[src/rtl/obstacle_sequencer.sv]
// Obstacle launch sequencer: IDLE -> GAP -> LAUNCH -> RUN loop with an LFSR-based pick
// that never repeats the previous obstacle. Define OBSTACLE_TIMEOUT_EN to add a RUN watchdog.
module obstacle_sequencer #(
  parameter int unsigned GAP_CYCLES     = 32000000,
  parameter int unsigned TIMEOUT_CYCLES = 320000000
) (
  input  logic       pclk,
  input  logic       rst,
  input  logic       play_selected,
  input  logic       menu_on,
  input  logic [3:0] done_in,
  output logic [3:0] selected,
  output logic       done_control,
  output logic       busy,
  output logic [7:0] round_count,
  output logic       timeout
);

  typedef enum logic [1:0] {StIdle, StGap, StLaunch, StRun} state_e;

  localparam logic [25:0] GapLast = 26'(GAP_CYCLES - 1);

  state_e      state_q;
  logic [25:0] gap_cnt_q;
  logic [7:0]  lfsr_q;
  logic [1:0]  last_index_q;

  logic [1:0] candidate;
  logic [1:0] next_index;
  logic [3:0] next_onehot;
  logic       abort;
  logic       hit;
  logic       run_expire;
  logic       finish;

`ifdef OBSTACLE_TIMEOUT_EN
  localparam logic [28:0] TimeoutLast = 29'(TIMEOUT_CYCLES - 1);
  logic [28:0] run_cnt_q;
  assign run_expire = (run_cnt_q == TimeoutLast);
`else
  assign run_expire = 1'b0;
`endif

  always_comb begin
    candidate   = lfsr_q[1:0];
    next_index  = (candidate == last_index_q) ? candidate + 2'd1 : candidate;
    next_onehot = 4'b0001 << next_index;
    abort       = menu_on || !play_selected;
    // Only the bit of the currently selected obstacle can end a RUN.
    hit         = |(done_in & selected);
    finish      = hit || run_expire;
  end

  // Free-running Fibonacci LFSR, x^8 + x^6 + x^5 + x^4 + 1.
  always_ff @(posedge pclk) begin
    if (rst) begin
      lfsr_q <= 8'hA5;
    end else begin
      lfsr_q <= {lfsr_q[6:0], lfsr_q[7] ^ lfsr_q[5] ^ lfsr_q[4] ^ lfsr_q[3]};
    end
  end

  always_ff @(posedge pclk) begin
    if (rst) begin
      state_q      <= StIdle;
      gap_cnt_q    <= '0;
      last_index_q <= '0;
      selected     <= '0;
      done_control <= 1'b0;
      busy         <= 1'b0;
      round_count  <= '0;
      timeout      <= 1'b0;
`ifdef OBSTACLE_TIMEOUT_EN
      run_cnt_q    <= '0;
`endif
    end else begin
      done_control <= 1'b0;
      timeout      <= 1'b0;
      if (state_q != StIdle && abort) begin
        // Abort beats a same-cycle completion; round_count is left alone.
        state_q   <= StIdle;
        selected  <= '0;
        busy      <= 1'b0;
        gap_cnt_q <= '0;
`ifdef OBSTACLE_TIMEOUT_EN
        run_cnt_q <= '0;
`endif
      end else begin
        unique case (state_q)
          StIdle: begin
            selected <= '0;
            busy     <= 1'b0;
            if (play_selected && !menu_on) begin
              state_q      <= StGap;
              busy         <= 1'b1;
              gap_cnt_q    <= '0;
              round_count  <= '0;
              last_index_q <= '0;
            end
          end
          StGap: begin
            if (gap_cnt_q == GapLast) begin
              state_q      <= StLaunch;
              selected     <= next_onehot;
              done_control <= 1'b1;
              last_index_q <= next_index;
              gap_cnt_q    <= '0;
            end else begin
              gap_cnt_q <= gap_cnt_q + 26'd1;
            end
          end
          StLaunch: begin
            state_q <= StRun;
`ifdef OBSTACLE_TIMEOUT_EN
            run_cnt_q <= '0;
`endif
          end
          StRun: begin
            if (finish) begin
              state_q   <= StGap;
              gap_cnt_q <= '0;
              selected  <= '0;
              timeout   <= run_expire;
              if (round_count != 8'hFF) begin
                round_count <= round_count + 8'd1;
              end
`ifdef OBSTACLE_TIMEOUT_EN
              run_cnt_q <= '0;
            end else begin
              run_cnt_q <= run_cnt_q + 29'd1;
`endif
            end
          end
          default: state_q <= StIdle;
        endcase
      end
    end
  end

endmodule

[config.mk]
export PLATFORM = sky130hd
export DESIGN_NAME = obstacle_sequencer
export DESIGN_NICKNAME = d
export VERILOG_FILES = /design/src/rtl/obstacle_sequencer.sv
export SDC_FILE = /design/constraint.sdc
export NUM_CORES = 1
export LEC_CHECK = 0
export BUFFER_PORTS_ARGS = -buffer_cell sky130_fd_sc_hd__buf_2
export CORE_UTILIZATION = 25
export CTS_CLUSTER_SIZE = 28
export DETAILED_ROUTE_END_ITERATION = 16
export SLEW_MARGIN = 30
export SYNTH_ARGS = -nofsm -noshare
export SYNTH_HDL_FRONTEND = slang
export SYNTH_SLANG_ARGS = --single-unit
[constraint.sdc]
create_clock -name pclk -period 5.9 [get_ports pclk]
set_clock_uncertainty 0.05 [all_clocks]
set_input_delay 0.59 -clock pclk [delete_from_list [all_inputs] [get_ports pclk]]
set_output_delay 0.59 -clock pclk [all_outputs]
set_load 0.03 [all_outputs]
==> impl_metrics.toml, run 1 <==
[layout]
final_nets = 308
final_layout_size_suffix_gt1_share_pct = 15.0
syn2layout_area_growth_pct = 11.2
diodes = 0
fillers = 1052

[grt]
grt_usage_pct = 10.2
grt_start_max_net_pins = 27
grt_pass1_vias = 1824
grt_overflow_total = 0
grt_pass1_wl_um = 8420
antenna_found_initial = 0

[drt]
drc = 0
vias = 1985
wl_um = 4960
drt_iter0_drc = 107
drtPass1Iterations = 4
top_layer = "met4"
dr_wl_met2_um = 2280
antenna_left = 0
wl_met3_um = 185
via_per_inst = 4.65
wl_per_cell_um = 11.6
drt-met1-wl_um = 2430

[yosys]
synth_top_area_share_pct = 41.8
syn_avg_cell_area_um2 = 9.13
synthFlopType = "dfxtp_1"
synth.distinct_cells = 51
ys_top_cells_by_count = "52 x dfxtp_1, 35 x nor2_1, 21 x xor2_1"
synth_area_leaders = "dfxtp_1 42%, xor2_1 7.4%, nor2_1 5.3%"
synth.largest_area_cell = "dfxtp_1"
synthArstFlopShare_pct = 0
ys_seq_elements = 52
synth_most_common_cell = "dfxtp_1"
netlist_area_um2 = 2490
ys_seq_area_share_pct = 41.8
synth_edf_count = 0
yosysWarnings = 0
synth_cells = 273
syn-num-nets = 288

[cts]
cts_resized = 0
htreeDepth = 2
cts_made_buffers = 5
holdBufCountCts = 0
clockBufferDepth = 2
tritoncts = "done"
path_clk_slew_ns = 0.10
clock-sinks = 52
cts_setup_buffers = 0
clockRootBuffer = "clkbuf_8"
insertion_delay_ns = 0.31

[worst_setup_path]
critPathCaptureType = "register"
worstPathCellList = "or4b_1 -> or4_4 -> o21ai_4 -> a21o_1 -> nor2_1"
startpoint_type = "register"
cp_slowest_cell = "a21o_1"
max_stage_delay_ns = 0.70
cp.required_ns = 6.01
setup.worst_path.class = "reg2reg"
cp_max_fo = 26
critPathArrivalTime_ns = 2.88

[sta]
period_minus_slack_ns = 2.76
drv_slew = 0
setup_tns_ns = 0
finalCritPeriodShare_pct = 46.8
max-slew-margin-rel_pct = 39.8
setup_viol = 0
worstMarginPinSlew_ns = 0.889
fmax_ghz = 0.362
rsz0062_at_grt = "false"
hold_viol = 0

[place]
gp_congestion = 0.777
io_buffer_count = 21
dp_hpwl_um = 3490

[floorplan]
ioPinCount = 23
die_area_um2 = 10400
start_util_pct = 25.6
die_w_um = 102
fp-row-count = 36
die_h_um = 102
core_um2 = 9730

[pwr]
cellPowerDensity_nw_per_um2 = 284
finalPower_mw = 0.787
p_leak_nw = 0.981
vdd_drop_max_v = 0.0000984

[flow_run]
drv_cap = 0

[run_status]
status = "complete, no violations"

[min_path]
min_path_type = "reg2reg"
[metrics by stage]
stage / util (%) / cells / worst slack, ns / cell area [µm²] / hold slack, ns
floorplan: - / 273 / 3.67 / 2490 / 0.339
global placement: 27.5 / 419 / 3.22 / 2670 / 0.347
detailed placement: 27.5 / 419 / 3.10 / 2670 / 0.352
CTS: 28.4 / 427 / 3.10 / 2770 / 0.382
global route: 28.5 / 427 / 2.92 / 2770 / 0.396
finish: 28.5 / 427 / 3.14 / 2770 / 0.376
[critical path: cells and delay by family (launching register included)]
family          cells  cell delay (ns)
flops               1             0.37
simple gates        3             1.26
compound gates      2             0.93
[placed cells by master (no fill, tap or decap), types with 5 or more instances in the layout]
| master | Yosys | final |
|---|---|---|
| nor3_1 | 5 | 5 |
| nand2_1 | 17 | 17 |
| xnor2_1 | 11 | 11 |
| xor2_1 | 21 | 21 |
| a21oi_1 | 13 | 13 |
| nor2_1 | 35 | 35 |
| buf_2 | 0 | 21 |
| clkbuf_8 | 1 | 5 |
| inv_1 | 7 | 7 |
| ha_1 | 7 | 7 |
| o21ai_0 | 7 | 7 |
| nand4_1 | 16 | 16 |
| nor4_1 | 6 | 6 |
| dfxtp_1 | 52 | 52 |
| nand3_1 | 10 | 10 |
[per-layer routing]
layer / vias up / track usage, %
met1: 938 / 13.3
met4: 0 / 2.97
met3: 6 / 2.87
li1: 1002 / -
met2: 39 / 16.5
met5: - / 0
[power by group]
part | leakage, nW | switching [mW] | internal [mW]
registers | 0.422 | 0.0162 | 0.368
logic | 0.510 | 0.131 | 0.0630
clock network | 0.0485 | 0.123 | 0.0852
total | 0.981 | 0.270 | 0.516
[path summary, 6_finish.rpt]
kind | from | to | slack (ns) | cells past startpoint
worst max-delay path | gap_cnt_q[12] | gap_cnt_q[13] | 3.14 | 5
worst min-delay path | lfsr_q[6] | lfsr_q[7] | 0.38 | 1
worst max register to register | gap_cnt_q[12] | gap_cnt_q[13] | 3.14 | 5
worst min register to register | lfsr_q[6] | lfsr_q[7] | 0.38 | 1
[logic make-up (layout without fill, tap and decap cells)]
family	Yosys count	after routing	synth area share, %
AO/OA/AOI/OAI	39	39	10.5
XOR/XNOR	32	32	11.3
adder cells (fa/ha/maj)	7	7	3.52
buffers and inverters	16	37	4.92
flip-flops	52	52	41.8
multiplexers	3	3	1.21
other	1	1	0.151
AND/OR/NAND/NOR	123	123	26.7
[state kept, by name (all words and copies together) (netlist names)]
register and count:
busy 1, done_control 1, gap_cnt_q 26, last_index_q 2, lfsr_q 8, round_count 8, selected 4, state_q 2
[layout make-up]
type                       instances  area, µm²  share of cell area, %
clock buffer                       5       68.8                   2.48
inverter                           7       26.3                  0.949
clock inverter                     3       22.5                  0.813
multi-input combinational        205       1330                   48.1
tap                              133        166                   6.01
sequential                        52       1040                   37.6
timing repair buffer              22        113                   4.07
Note: power is estimated with default switching activity, not from simulation.
==> inputs of run 2 (changes only) <==
==> constraint.sdc (replaced) <==
create_clock -name pclk -period 2.7 [get_ports pclk]
set_clock_uncertainty 0.05 [all_clocks]
set_input_delay 0.27 -clock pclk [delete_from_list [all_inputs] [get_ports pclk]]
set_output_delay 0.27 -clock pclk [all_outputs]
set_load 0.03 [all_outputs]
==> run 2 against run 1 <==
Routed wire length shrank 3.7%. Maximum frequency grew 19%. Worst setup slack got worse by 2.8 ns. Critical path type unchanged. Hold slack got worse by 0.18 ns. Sequential cell count is the same. Largest cell class unchanged. Critical path depth grew 1. Non-clock buffer count increased by 7.
==> impl_metrics.toml, run 2 (synthesis results as in run 1) <==
[floorplan]
die_area_um2 = 10400
die_w_um = 102
start_util_pct = 25.6
die_h_um = 102
core_um2 = 9730
ioPinCount = 23
fp-row-count = 36

[sta]
max-slew-margin-rel_pct = 60.2
setup_slack_ns = 0.372
setup_viol = 0
period_minus_slack_ns = 2.33
fmax_ghz = 0.430
rsz0062_at_grt = "false"
worstMarginPinSlew_ns = 0.591
drv_slew = 0
hold_viol = 0
setup_tns_ns = 0
finalCritPeriodShare_pct = 86.2

[layout]
syn2layout_area_growth_pct = 15.5
fillers = 1050
largest_reg_flops = 26
final_nets = 315
design_area_um2 = 2880
final_layout_size_suffix_gt1_share_pct = 16.6
layout_commonest_cell = "dfxtp_1"
final_cells = 434
final_cell_mix = "52 x dfxtp_1, 35 x nor2_1, 21 x xor2_1, 21 x buf_2, 17 x nand2_1"
diodes = 0
largestRegisters = "gap_cnt_q (26), lfsr_q (8), round_count (8)"
top_register = "gap_cnt_q"

[grt]
grt_pass1_wl_um = 8270
grt_pass1_vias = 1856
grt_usage_pct = 9.99
antenna_found_initial = 0
grt_start_max_net_pins = 27
grt_overflow_total = 0

[cts]
clockRootBuffer = "clkbuf_8"
insertion_delay_ns = 0.31
path_clk_slew_ns = 0.09
cts_made_buffers = 5
htreeDepth = 2
cts_resized = 0
holdBufCountCts = 0
tritoncts = "done"
clock-sinks = 52
cts_setup_buffers = 0
clockBufferDepth = 2

[worst_setup_path]
cp_max_fo = 26
critPathCaptureType = "register"
setup.worst_path.class = "reg2reg"
startpoint_type = "register"
r2r_end = "gap_cnt_q[11]"
rrSetupSlack_ns = 0.37
worst-r2r-cell-count = 6
critPathArrivalTime_ns = 2.48
r2r-start = "gap_cnt_q[12]"
cp.required_ns = 2.85

[place]
gp_congestion = 0.785
post_dp_cell_area_um2 = 2740
dp_cells = 426
io_buffer_count = 21
post-place-ws_ns = 0.383
dp_hpwl_um = 3490

[min_path]
whs_endpoint = "last_index_q[0]"
worstHoldStart = "rst"
min_path_type = "in2reg"
whs_path_depth = 2

[pwr]
cellPowerDensity_nw_per_um2 = 676
finalPower_mw = 1.95
p_leak_nw = 1.04
vdd_drop_max_v = 0.000299

[drt]
wl_um = 4780
drtPass1Iterations = 4
wl_per_cell_um = 11.0
drt_iter0_drc = 114
antenna_left = 0
vias = 1995
via_per_inst = 4.60
drc = 0

[run_status]
status = "complete, no violations"

[flow_run]
drv_cap = 0
## run 2: layout make-up
cell class | instances | area [µm²] | share of cell area, %
well taps | 133 | 166 | 5.79
clock buffers | 5 | 68.8 | 2.39
multi-input cells | 205 | 1330 | 46.2
flip-flops and latches | 52 | 1040 | 36.2
repair buffers | 29 | 178 | 6.18
inverters | 7 | 26.3 | 0.913
clock inverters | 3 | 68.8 | 2.39
## run 2: power by group
part	switching, mW	total (mW)	leakage (nW)	internal [mW]
clock network	0.264	0.637	0.0687	0.373
logic	0.290	0.470	0.548	0.180
registers	0.0337	0.838	0.422	0.804
total	0.588	1.95	1.04	1.36
## run 2: through the flow
step | utilization [%] | hold slack, ns
finish | 29.6 | 0.194
floorplan | - | 0.338
CTS | 29.6 | 0.193
global route | 29.6 | 0.194
global placement | 28.2 | 0.347
detailed placement | 28.2 | 0.364
## run 2: worst max-delay path: stages, from the launching register on
cell and delay [ns]:
dfxtp_1 0.36, or4b_1 0.55, or4_4 0.59, o21ai_4 0.23
a21o_1 0.19, buf_12 0.17, nor2_1 0.06
## run 2: how the worst max path moves through the flow
| stage | from | endpoint | depth (start not counted) |
|---|---|---|---|
| after detailed placement | gap_cnt_q[12] | gap_cnt_q[19] | 6 |
| after global routing | state_q[0] | gap_cnt_q[19] | 7 |
| after floorplan | gap_cnt_q[12] | gap_cnt_q[10] | 7 |
| after CTS | gap_cnt_q[12] | gap_cnt_q[19] | 6 |
| final | gap_cnt_q[12] | gap_cnt_q[11] | 6 |
| after global placement | gap_cnt_q[12] | gap_cnt_q[4] | 6 |
## run 2: metal layers
| metal | vias to the layer above | routed length, µm | GRT usage [%] |
|---|---|---|---|
| met3 | 5 | 141 | 2.26 |
| met4 | 0 | 64 | 3.96 |
| met2 | 30 | 2090 | 16.3 |
| met1 | 936 | 2480 | 12.8 |
| met5 | - | 0 | 0 |
| li1 | 1024 | - | - |
